File: src/rtl/ret_stack_pkg.sv
// Shared CPU constants for the return-address stack, plus the decoded
// stack operation type.
package ret_stack_pkg;

  localparam int unsigned PcWidth       = 10;
  localparam int unsigned RetStackDepth = 8;

  typedef enum logic [2:0] {
    OpIdle,
    OpPush,
    OpPop,
    OpReplace,
    OpPushEmpty,
    OpRefusePush,
    OpRefusePop
  } stack_op_e;

endpackage

File: src/rtl/ret_stack_mem.sv
// Return-stack storage: DEPTH x WIDTH registers, one synchronous write port
// and one asynchronous read port. Contents are not reset.
module ret_stack_mem #(
  parameter int unsigned WIDTH = 10,
  parameter int unsigned DEPTH = 8
) (
  input  logic                     clk_i,
  input  logic                     we_i,
  input  logic [$clog2(DEPTH)-1:0] waddr_i,
  input  logic [WIDTH-1:0]         wdata_i,
  input  logic [$clog2(DEPTH)-1:0] raddr_i,
  output logic [WIDTH-1:0]         rdata_o
);

  logic [WIDTH-1:0] mem_q [DEPTH];

  always_ff @(posedge clk_i) begin
    if (we_i) begin
      mem_q[waddr_i] <= wdata_i;
    end
  end

  assign rdata_o = mem_q[raddr_i];

endmodule

File: src/rtl/ret_stack.sv
// Return-address LIFO: push/pop decode, registered pointer and sticky error
// flags. All outputs are derived from registered state only.
module ret_stack
  import ret_stack_pkg::*;
#(
  parameter int unsigned WIDTH = PcWidth,
  parameter int unsigned DEPTH = RetStackDepth
) (
  input  logic                   clk,
  input  logic                   reset,
  input  logic                   push,
  input  logic                   pop,
  input  logic [WIDTH-1:0]       push_addr,
  output logic [WIDTH-1:0]       top,
  output logic [$clog2(DEPTH):0] count,
  output logic                   empty,
  output logic                   full,
  output logic                   overflow,
  output logic                   underflow
);

  localparam int unsigned AW = $clog2(DEPTH);
  localparam int unsigned CW = AW + 1;

  logic [CW-1:0]    count_q, count_d;
  logic             ovf_q, ovf_d;
  logic             unf_q, unf_d;
  stack_op_e        op;
  logic             we;
  logic [AW-1:0]    waddr;
  logic [AW-1:0]    raddr;
  logic [WIDTH-1:0] rdata;
  logic             is_empty;
  logic             is_full;

  assign is_empty = (count_q == '0);
  assign is_full  = (count_q == CW'(DEPTH));
  // Wraps to DEPTH-1 when empty; the read is masked by is_empty below.
  assign raddr    = AW'(count_q - CW'(1));

  always_comb begin
    op = OpIdle;
    unique case ({push, pop})
      2'b10:   op = is_full  ? OpRefusePush : OpPush;
      2'b01:   op = is_empty ? OpRefusePop  : OpPop;
      2'b11:   op = is_empty ? OpPushEmpty  : OpReplace;
      default: op = OpIdle;
    endcase
  end

  always_comb begin
    count_d = count_q;
    ovf_d   = ovf_q;
    unf_d   = unf_q;
    we      = 1'b0;
    waddr   = count_q[AW-1:0];
    unique case (op)
      OpPush: begin
        we      = 1'b1;
        count_d = count_q + CW'(1);
      end
      OpPop:        count_d = count_q - CW'(1);
      OpReplace: begin
        we    = 1'b1;
        waddr = raddr;
      end
      OpPushEmpty: begin
        we      = 1'b1;
        waddr   = '0;
        count_d = CW'(1);
        unf_d   = 1'b1;
      end
      OpRefusePush: ovf_d = 1'b1;
      OpRefusePop:  unf_d = 1'b1;
      default: ;
    endcase
    if (!reset) begin
      we = 1'b0;
    end
  end

  always_ff @(posedge clk) begin
    if (!reset) begin
      count_q <= '0;
      ovf_q   <= 1'b0;
      unf_q   <= 1'b0;
    end else begin
      count_q <= count_d;
      ovf_q   <= ovf_d;
      unf_q   <= unf_d;
    end
  end

  ret_stack_mem #(
    .WIDTH (WIDTH),
    .DEPTH (DEPTH)
  ) u_mem (
    .clk_i   (clk),
    .we_i    (we),
    .waddr_i (waddr),
    .wdata_i (push_addr),
    .raddr_i (raddr),
    .rdata_o (rdata)
  );

  assign top       = is_empty ? '0 : rdata;
  assign count     = count_q;
  assign empty     = is_empty;
  assign full      = is_full;
  assign overflow  = ovf_q;
  assign underflow = unf_q;

endmodule

File: config.mk
export PLATFORM = sky130hd
export DESIGN_NAME = ret_stack
export DESIGN_NICKNAME = d
export VERILOG_FILES = /design/src/rtl/ret_stack_pkg.sv /design/src/rtl/ret_stack_mem.sv /design/src/rtl/ret_stack.sv
export SDC_FILE = /design/constraint.sdc
export NUM_CORES = 1
export LEC_CHECK = 0
export CAP_MARGIN = 25
export CORE_MARGIN = 8
export CORE_UTILIZATION = 55
export DETAILED_ROUTE_END_ITERATION = 10
export PLACE_DENSITY = 0.77
export SLEW_MARGIN = 20
export SYNTH_ARGS = -nofsm -noshare
export SYNTH_HDL_FRONTEND = slang
export SYNTH_SLANG_ARGS = --single-unit
File: constraint.sdc
create_clock -name clk -period 5.9 [get_ports clk]
set_clock_uncertainty 0.15 [all_clocks]
set_input_delay 1.475 -clock clk [delete_from_list [all_inputs] [get_ports clk]]
set_output_delay 1.475 -clock clk [all_outputs]
set_load 0.01 [all_outputs]
Word level (Yosys, flattened, before mapping)
Memories as Yosys holds them, arrays and structs flattened.
Cells that the tools add are included.
{"block": "totals", "reg_bits": 6, "ramBits": 80, "input_bits": 14, "out_inout_bits": 18, "n_memories": 1}
{"block": "classes", "n_addsub": 2, "eq_ne": 10, "muxes": 11, "reduce_logical": 4}
{"name": "u_mem.mem_q", "depth": 8, "word_bits": 10, "read_ports": 1, "rd_ports_with_merged_regs": 0, "write_ports": 1, "line": "ret_stack_mem.sv:15", "source": "logic [WIDTH-1:0] mem_q [DEPTH];"}
{"operator": "case mux 4 bit (3 select lines)", "n": 1}
{"operator": "two-way mux 10 bit", "n": 1}
{"operator": "== test 3 bit, second input constant", "n": 3}
{"operator": "two-way mux 3 bit", "n": 3}
{"operator": "case mux 3 bit (3 select lines)", "n": 1}
{"operator": "== test 3 x 2 -> 1 bit, second input constant", "n": 2}
{"operator": "case mux 3 bit (2 select lines)", "n": 1}
{"operator": "adder 4 x 1 -> 4 bit, second input constant", "n": 1}
{"operator": "== test 2 bit, second input constant", "n": 2}
{"operator": "== test 4 bit, second input constant", "n": 1}
{"operator": "logical NOT 4 bit", "n": 1}
{"operator": "two-way mux 1 bit", "n": 4}
{"operator": "subtractor 4 x 1 -> 4 bit, second input constant", "n": 1}
{"operator": "== test 3 x 1 -> 1 bit, second input constant", "n": 1}
{"operator": "nonzero test 3 bit", "n": 1}
{"operator": "OR reduction 3 bit", "n": 1}
{"operator": "== test 2 x 1 -> 1 bit, second input constant", "n": 1}
{"operator": "OR reduction 2 bit", "n": 1}

Logic depth before layout (Yosys ltp)
Gate-level depths: netlist of the first run.
{"block": "depth", "word_depth": 9, "ltp_mapped": 9, "mapped_depth_nobuf": 7}

Modules after synthesis
A second synthesis of the first run with hierarchy kept.
{"block": "unflattened", "hier_cells": 204, "hier_area_um2": 3728.6}
{"mod": "ret_stack_mem", "instances": 1, "cells_each": 128, "area_each_um2": 3133.0, "seq_area_each_um2": 2402.3}
{"mod": "ret_stack", "instances": 1, "cells_each": 76, "area_each_um2": 595.6, "seq_area_each_um2": 120.1}

Least setup slack after synthesis of the first run
OpenSTA, ideal clock, no wires.
{"block": "synth_path", "path_type": "register -> output", "startpoint": "register count_q[0], in the netlist count[0]", "endpoint": "output top[0]", "t_arrival_ns": 1.905, "required_ns": 4.275, "slack_ns": 2.370, "stages_incl_launch_ff": 8, "path_buffers": 2, "cell_sequence": "dfxtp_1 > buf_4 > inv_1 > ha_1 > clkbuf_1 > mux4_2 > nand2_1 > a21oi_1"}
{"block": "synth_between", "elab_chain_cells": 3, "elab_cells_between_ends": 4}
{"element": "start: declaration", "line": "ret_stack.sv:25", "source": "logic [CW-1:0] count_q, count_d;"}
{"element": "start signal: assignment", "line": "ret_stack.sv:88", "source": "count_q <= count_d;"}
{"element": "subtractor 4 x 1 -> 4 bit"}
{"element": "memory (8 x 10 bit)"}
{"element": "two-way mux 10 bit *", "line": "ret_stack.sv:106", "source": "assign top = is_empty ? '0 : rdata;"}
{"element": "end: declaration", "line": "ret_stack.sv:14", "source": "output logic [WIDTH-1:0] top,"}
Mark *: on every way between the ends. The rest lies on a longest branch, timed or not.

Worst setup path after layout of the first run
{"block": "layout_path", "startpoint": "register count_q[1], in the netlist count[1]", "endpoint": "output top[2]"}
The elaborated chain is that of the path after synthesis.

==> results of run 1 <==
## logic make-up after synthesis
logic type               count (synthesis)
AO/OA/AOI/OAI                           36
XOR/XNOR                                 4
adder cells (fa/ha/maj)                  2
buffers and inverters                   20
flip-flops                              86
multiplexers                            22
AND/OR/NAND/NOR                         55
## sequential cells by signal, summed over array words and instances, names as in the netlist
| name | count |
|---|---|
| count | 4 |
| overflow | 1 |
| u_mem.mem_q | 80 |
| underflow | 1 |
## path summary, 6_finish.rpt
| check | startpoint | end | slack [ps] | depth (start not counted) |
|---|---|---|---|---|
| min reg2reg | overflow$_SDFFE_PN0N_ | overflow$_SDFFE_PN0N_ | 320 | 1 |
| max reg2reg | count[1]$_SDFFE_PN0P_ | u_mem.mem_q[1][5]$_DFFE_PP_ | 2450 | 6 |
| max | count[1]$_SDFFE_PN0P_ | top[2] | 1400 | 7 |
| min | overflow$_SDFFE_PN0N_ | overflow$_SDFFE_PN0N_ | 320 | 1 |
## per-layer routing
| layer | up-vias | track usage [%] | share of wire (%) |
|---|---|---|---|
| met2 | 73 | 25.2 | 50 |
| li1 | 945 | - | - |
| met3 | 10 | 3.49 | 5.8 |
| met1 | 1029 | 19.6 | 43 |
| met4 | 0 | 7.23 | 1.7 |
| met5 | - | 0 | 0 |
## final cells by class
class | count | share of cell area [%]
clock buffers | 9 | 2.92
clock inverters | 6 | 1.45
inverters | 6 | 0.531
multi-input cells | 119 | 24.2
flip-flops and latches | 86 | 59.5
well taps | 77 | 2.27
repair buffers | 40 | 9.17
## layout by cell type (no fill, tap or decap), types with 3 or more instances in the layout
| cell | count |
|---|---|
| nand2b_1 | 3 |
| nor2_1 | 11 |
| nor2b_1 | 3 |
| buf_6 | 3 |
| o21ai_0 | 5 |
| clkdlybuf4s50_1 | 31 |
| inv_1 | 6 |
| a21oi_1 | 15 |
| dfxtp_1 | 5 |
| clkbuf_8 | 9 |
| nand3b_1 | 4 |
| nand2_1 | 24 |
| edfxtp_1 | 80 |
| mux4_2 | 20 |
| buf_4 | 6 |
## where the power goes
group / internal (mW) / switching [mW] / leakage (nW) / total (mW)
clock network: 0.193 / 0.203 / 0.0969 / 0.396
registers: 0.705 / 0.0222 / 0.772 / 0.727
logic: 0.334 / 0.346 / 0.520 / 0.680
## worst reg2reg max path: stages, from the launching register on
cell and delay, ps:
dfxtp_1 360, inv_1 130, ha_1 410, nor3b_4 770
o22ai_1 170, or2_1 300, nor2_1 790
## metrics by stage
step / worst slack (ps) / power [mW] / util (%) / std cells
floorplan: 2370 / 1.16 / - / 225
global placement: 1610 / 1.42 / 62.8 / 323
detailed placement: 1490 / 1.43 / 63.1 / 325
CTS: 1380 / 1.82 / 66.0 / 340
global route: 1250 / 1.89 / 66.4 / 343
finish: 1400 / 1.80 / 66.4 / 343
==> impl_metrics.json, run 1 <==
{
  "hold_class": "reg2reg",
  "synth_fa_ha_area_share_pct": 0.684,
  "die_area_um2": 9520,
  "synth_warnings": 0,
  "n_antenna_cell": 0,
  "startpoint_type": "register",
  "setup_viol": 0,
  "path_clk_slew_ps": 80,
  "rsz0062_at_grt": "no",
  "slowest_delay_ps": 710,
  "yosys-top-cells-count": "edfxtp_1 (80), nand2_1 (24), mux4_2 (20), a21oi_1 (15), nor2_1 (11)",
  "first_pass_iters": 4,
  "routed_wl_mm": 7.36,
  "place_hpwl_mm": 4.71,
  "cp_data_arrival_time_ps": 2870,
  "ys_top_cells_by_area": "edfxtp_1 (66%), mux4_2 (12%), dfxtp_1 (3.3%)",
  "track_usage_pct": 15.7,
  "root_buffer": "clkbuf_8",
  "nFillCells": 446,
  "cts.htree.levels": 3,
  "ys.flop_type": "edfxtp_1",
  "dpl-instance-area_um2": 4030,
  "cts_tree": "built",
  "fmax_mhz": 222,
  "hold_violations": 0,
  "cts.sink_count": 86,
  "grt.overflow.total": 0,
  "via_per_inst": 6.00,
  "core_area_um2": 6390,
  "synth_area_leader_cell": "edfxtp_1",
  "antenna_found_initial": 0,
  "hold_buffers": 0,
  "synthSimpleGateAreaFrac_pct": 7.35,
  "drtIter0Drc": 121,
  "finalCritPeriodShare_pct": 76.2,
  "leakage_nw": 1.39,
  "synth_nets": 241,
  "maxSlewHeadroom_pct": 31.4,
  "start_util_pct": 57.3,
  "critPathKind": "reg2out",
  "end_kind": "output pin",
  "synth_top_family_by_area": "multiplexers",
  "syn_to_final_growth_pct": 15.9,
  "worstPathCellList": "inv_1 > ha_1 > buf_4 > mux4_2 > nand2_1 > a21oi_1 > clkdlybuf4s50_1",
  "drtAntennaViolNets": 0,
  "final_nets": 278,
  "cap_violations": 0,
  "numCtsBuffers": 9,
  "synth_compound_area_share_pct": 6.16,
  "whs_ps": 320,
  "yosysSeqAreaShare_pct": 68.9,
  "vdd_drop_max_mv": 0.411,
  "yosys.cell_types.count": 39,
  "worst_skew_pair.late_latency_ps": 340,
  "drc": 0,
  "muxShareOfSynthArea_pct": 12.9,
  "ys_ff_latch": 86,
  "yosysMostFrequentCell": "edfxtp_1",
  "drt-wirelength-per-cell_um": 21.5,
  "io_pins": 32,
  "netlist.area_leader.share_pct": 65.7,
  "postSynthAreaPerCell_um2": 16.3,
  "synthXorXnorAreaFrac_pct": 0.958,
  "die_height_um": 97.6,
  "clockBufferDepth": 2,
  "syn_inst": 225,
  "grt_pass1_wl_mm": 11.3,
  "post_cts_buffers": 0,
  "num_rows": 29,
  "crit_buf_inv": 3,
  "portBuffers": 31,
  "drv_slew": 0,
  "p_per_area_nw_per_um2": 425,
  "grt_max_degree": 30,
  "cp_top_family": "buffers and inverters",
  "dieWidth_um": 97.6,
  "vias": 2057,
  "setup_tns_ps": 0,
  "async_reset_ff_share_pct": 0,
  "syn_area_um2": 3660,
  "seq_area_um2": 2520,
  "crit_fanout": 15,
  "grt_pass1_vias": 2100,
  "status": "completed",
  "globalplace.congestion": 0.757,
  "drive_above_1_share_pct": 16.9,
  "cp_slowest_cell": "ha_1",
  "worstPathRequired_ps": 4280,
  "design_area_um2": 4240,
  "worst_slew_pin_slew_ps": 1030,
  "min_period_ps": 4500,
  "multi_input_area_um2": 1020,
  "synth-edff-count": 80,
  "post_cts_resized": 0
}
Power figures use the tool's default switching activity.
==> run 2, diff against run 1 <==
- clock period: 5.9 -> 4.4 ns (I/O delays scaled with it)
==> impl_metrics.json, run 2 (synthesized netlist as in run 1, its figures left out) <==
{
  "post_cts_buffers": 0,
  "seq_area_um2": 2520,
  "worst_slew_pin_slew_ps": 652,
  "fmax_mhz": 258,
  "dieWidth_um": 97.6,
  "drt-wirelength-per-cell_um": 20.7,
  "maxSlewHeadroom_pct": 56.5,
  "critPathKind": "reg2out",
  "reg2reg_slack_ps": 1540,
  "setup_viol": 0,
  "worst_r2r_path_depth": 8,
  "clockBufferDepth": 2,
  "rsz0062_at_grt": "no",
  "slowest_delay_ps": 580,
  "cp_data_arrival_time_ps": 2630,
  "grt_pass1_wl_mm": 11.5,
  "cap_violations": 0,
  "hold_class": "reg2reg",
  "status": "completed",
  "vdd_drop_max_mv": 0.310,
  "syn_to_final_growth_pct": 17.6,
  "routed_wl_mm": 7.28,
  "largest_reg_flops": 80,
  "grt_pass1_vias": 2079,
  "grt.overflow.total": 0,
  "drv_slew": 0,
  "design_area_um2": 4300,
  "post_cts_resized": 0,
  "nFillCells": 423,
  "hold_violations": 0,
  "startpoint_type": "register",
  "place_hpwl_mm": 4.82,
  "p_per_area_nw_per_um2": 569,
  "drive_above_1_share_pct": 19.6,
  "multi_input_area_um2": 1020,
  "via_per_inst": 5.96,
  "dpl-instance-area_um2": 4110,
  "crit_fanout": 20,
  "numCtsBuffers": 9,
  "worstPathRequired_ps": 3150,
  "grt_max_degree": 30,
  "start_util_pct": 57.3,
  "path_clk_slew_ps": 90,
  "cts.htree.levels": 3,
  "track_usage_pct": 15.5,
  "min_period_ps": 3880,
  "end_kind": "output pin",
  "setup_tns_ps": 0,
  "cp_slowest_cell": "clkdlybuf4s50_1",
  "finalCritPeriodShare_pct": 88.2,
  "num_rows": 29,
  "r2r-end": "u_mem.mem_q[5][3]$_DFFE_PP_",
  "cts_tree": "built",
  "leakage_nw": 1.43,
  "root_buffer": "clkbuf_8",
  "hold_buffers": 0,
  "drc": 0,
  "die_area_um2": 9520,
  "worst_skew_pair.late_latency_ps": 340,
  "drtAntennaViolNets": 0,
  "drtIter0Drc": 169,
  "hp-start": "overflow$_SDFFE_PN0N_",
  "min_to": "overflow$_SDFFE_PN0N_",
  "die_height_um": 97.6,
  "cts.sink_count": 86,
  "final_common_cell": "edfxtp_1",
  "final_nets": 286,
  "top_register": "u_mem.mem_q",
  "core_area_um2": 6390,
  "n_antenna_cell": 0,
  "first_pass_iters": 4,
  "layout_common_cells": "edfxtp_1 (80), clkdlybuf4s50_1 (31), nand2_1 (24), mux4_2 (20), buf_4 (17)",
  "antenna_found_initial": 0,
  "worstPathCellList": "inv_1 > ha_1 > buf_4 > mux4_2 > nand2_1 > a21oi_1 > clkdlybuf4s50_1",
  "vias": 2098,
  "portBuffers": 31,
  "globalplace.congestion": 0.803,
  "holdPathStages": 1,
  "r2r_start": "count[1]$_SDFFE_PN0P_",
  "io_pins": 32
}
run 2: changes by cell type in the layout (fill, tap and decap cells not counted), sizes merged:
| cell | change |
|---|---|
| buf | +8 |
| clkinv | -3 |
| clkinvlp | +2 |
| clkbuf | +1 |
| inv | +1 |
run 2: cell type report:
cell class	count	area share (%)
flip-flops and latches	86	58.7
multi-input cells	119	23.8
repair buffers	48	10.2
clock buffers	10	2.97
well taps	77	2.24
clock inverters	6	1.63
inverters	6	0.523
run 2: metrics by stage:
stage | hold slack, ps | utilization (%) | total power [mW] | setup slack, ps | std cells
after global routing | 365 | 67.4 | 2.57 | 391 | 352
after floorplan | 359 | - | 1.56 | 1240 | 225
after detailed placement | 310 | 64.3 | 1.93 | 907 | 336
after CTS | 331 | 67.4 | 2.47 | 506 | 352
after global placement | 297 | 64.3 | 1.91 | 913 | 336
final | 325 | 67.4 | 2.45 | 520 | 352
run 2: power by group:
part           total (mW)  switching [mW]  internal, mW  leakage (nW)
logic               0.926           0.468         0.458         0.560
registers           0.974          0.0290         0.945         0.772
clock network       0.547           0.280         0.267        0.0948
total                2.45           0.777          1.67          1.43
run 2: layer usage:
metal  vias to the layer above  wire length (µm)  GRT usage (%)
met5                         -                 0              0
met3                        12               459           3.34
met1                      1039              3120           20.0
met4                         0               129           5.71
li1                        963                 -              -
met2                        84              3570           24.9
run 2: critical path: cells and delay by family (launching register included):
family / cells / cell delay (ps)
muxes: 1 / 260
buffers and inverters: 3 / 1000
and+or+nand+nor: 1 / 50
DFF: 1 / 410
AOI/OAI and AO/OA: 1 / 220
adders and majority gates: 1 / 320
run 2: how the worst max path moves through the flow:
| stage | start | endpoint | slack (ps) | depth (start not counted) |
|---|---|---|---|---|
| after floorplan | count[0]$_SDFFE_PN0P_ | top[0] | 1240 | 7 |
| after global routing | count[1]$_SDFFE_PN0P_ | top[5] | 390 | 7 |
| final | count[1]$_SDFFE_PN0P_ | top[4] | 520 | 7 |
| after detailed placement | count[1]$_SDFFE_PN0P_ | top[7] | 910 | 7 |
| after global placement | pop | u_mem.mem_q[0][5]$_DFFE_PP_ | 910 | 6 |
| after CTS | count[1]$_SDFFE_PN0P_ | top[7] | 510 | 7 |
==> run 3, diff against run 2 <==
- CAP_MARGIN: 25 -> 5
- PLACE_DENSITY: 0.77 -> 0.82
==> impl_metrics.json, run 3 (synthesized netlist as in run 1, its figures left out) <==
{
  "drtAntennaViolNets": 0,
  "final_nets": 286,
  "fmax_mhz": 254,
  "place_hpwl_mm": 4.76,
  "drt-wirelength-per-cell_um": 20.2,
  "largest_reg_flops": 80,
  "numCtsBuffers": 9,
  "hold_class": "reg2reg",
  "antenna_found_initial": 0,
  "drv_slew": 0,
  "clkPwrFrac_pct": 22.1,
  "n_antenna_cell": 0,
  "cts_tree": "built",
  "portBuffers": 31,
  "dpl-instance-area_um2": 4110,
  "die_area_um2": 9520,
  "hold_buffers": 0,
  "rsz0062_at_grt": "no",
  "core_area_um2": 6390,
  "slowest_delay_ps": 570,
  "worst_skew_pair.late_latency_ps": 340,
  "min_period_ps": 3940,
  "grt.overflow.total": 0,
  "crit_fanout": 13,
  "p_total_mw": 2.45,
  "first_pass_iters": 4,
  "setup_viol": 0,
  "dieWidth_um": 97.6,
  "die_height_um": 97.6,
  "power_frac_seq_pct": 39.8,
  "num_rows": 29,
  "finalCritPeriodShare_pct": 89.5,
  "post_cts_resized": 0,
  "nFillCells": 445,
  "top_register": "u_mem.mem_q",
  "path_clk_slew_ps": 80,
  "track_usage_pct": 15.8,
  "p_per_area_nw_per_um2": 569,
  "final_common_cell": "edfxtp_1",
  "vdd_drop_max_mv": 0.309,
  "vias": 2104,
  "worst_slew_pin_slew_ps": 676,
  "routed_wl_mm": 7.11,
  "syn_to_final_growth_pct": 17.5,
  "design_area_um2": 4300,
  "drive_above_1_share_pct": 19.6,
  "combPwrFrac_pct": 38.1,
  "root_buffer": "clkbuf_8",
  "hold_violations": 0,
  "startpoint_type": "register",
  "cp_slowest_cell": "clkdlybuf4s50_1",
  "layout_common_cells": "edfxtp_1 (80), clkdlybuf4s50_1 (31), nand2_1 (24), mux4_2 (20), buf_4 (17)",
  "status": "completed",
  "start_util_pct": 57.3,
  "worstPathCellList": "inv_1 > ha_1 > buf_4 > mux4_2 > nand2_1 > a21oi_1 > clkdlybuf4s50_1",
  "p_int_mw": 1.68,
  "worstPathRequired_ps": 3150,
  "drtIter0Drc": 198,
  "post_cts_buffers": 0,
  "globalplace.congestion": 0.826,
  "end_kind": "output pin",
  "drc": 0,
  "cap_violations": 0,
  "grt_max_degree": 30,
  "p_switching_mw": 0.767,
  "critPathKind": "reg2out",
  "grt_pass1_wl_mm": 11.6,
  "cts.sink_count": 86,
  "via_per_inst": 5.98,
  "maxSlewHeadroom_pct": 54.8,
  "sw_frac_of_total_pct": 31.3,
  "cts.htree.levels": 3,
  "grt_pass1_vias": 2129,
  "setup_tns_ps": 0,
  "leakage_nw": 1.42,
  "cp_data_arrival_time_ps": 2690,
  "io_pins": 32,
  "clockBufferDepth": 2
}
## run 3: changes by cell type in the layout (fill, tap and decap cells not counted)
cell / before / now
inv_6: 1 / 2
inv_8: 1 / 0
## run 3: power groups by stage
stage	logic, mW	registers (mW)	clock network [mW]
2_1_floorplan	0.579	0.982	0
3_3_place_gp	0.932	0.989	0
3_5_place_dp	0.939	0.993	0
4_1_cts	0.945	0.974	0.554
5_1_grt	1.02	0.980	0.581
6_report	0.931	0.974	0.541
## run 3: routing by layer
metal / up-vias / share of wire, % / global-route usage (%)
met1: 1056 / 45 / 20.6
met3: 11 / 5.5 / 3.41
met2: 71 / 48 / 24.2
li1: 966 / - / -
met5: - / 0 / 0
met4: 0 / 1.7 / 8.16
## run 3: worst max-delay path: cells and delay by family (launching register included)
family	cells	cell delay, ps
AO/OA/AOI/OAI	1	150
adder cells (fa/ha/maj)	1	530
buffers and inverters	3	970
flip-flops	1	400
multiplexers	1	230
AND/OR/NAND/NOR	1	60
## run 3: through the flow
step	hold slack, ps	std cells	setup WS [ps]	utilization (%)
final	341	352	462	67.3
after global routing	361	352	258	67.3
after CTS	341	352	395	67.3
after detailed placement	322	336	586	64.3
after global placement	297	336	692	64.3
after floorplan	359	225	1240	-
## run 3: final timing paths
path,slack [ps],endpoint,start,cells after the start
min,340,overflow$_SDFFE_PN0N_,overflow$_SDFFE_PN0N_,1
max reg2reg,1300,u_mem.mem_q[5][8]$_DFFE_PP_,count[0]$_SDFFE_PN0P_,8
max,460,top[4],count[1]$_SDFFE_PN0P_,7
min reg2reg,340,overflow$_SDFFE_PN0N_,overflow$_SDFFE_PN0N_,1
## run 3: area by class of cell
type                            instances  area (µm²)  share of cell area (%)
Inverter                                6        22.5                   0.524
Tap cell                               77        96.3                    2.24
Clock buffer                           10         128                    2.97
Multi-Input combinational cell        119        1020                    23.8
Clock inverter                          6        67.6                    1.57
Sequential cell                        86        2520                    58.7
Timing Repair Buffer                   48         438                    10.2
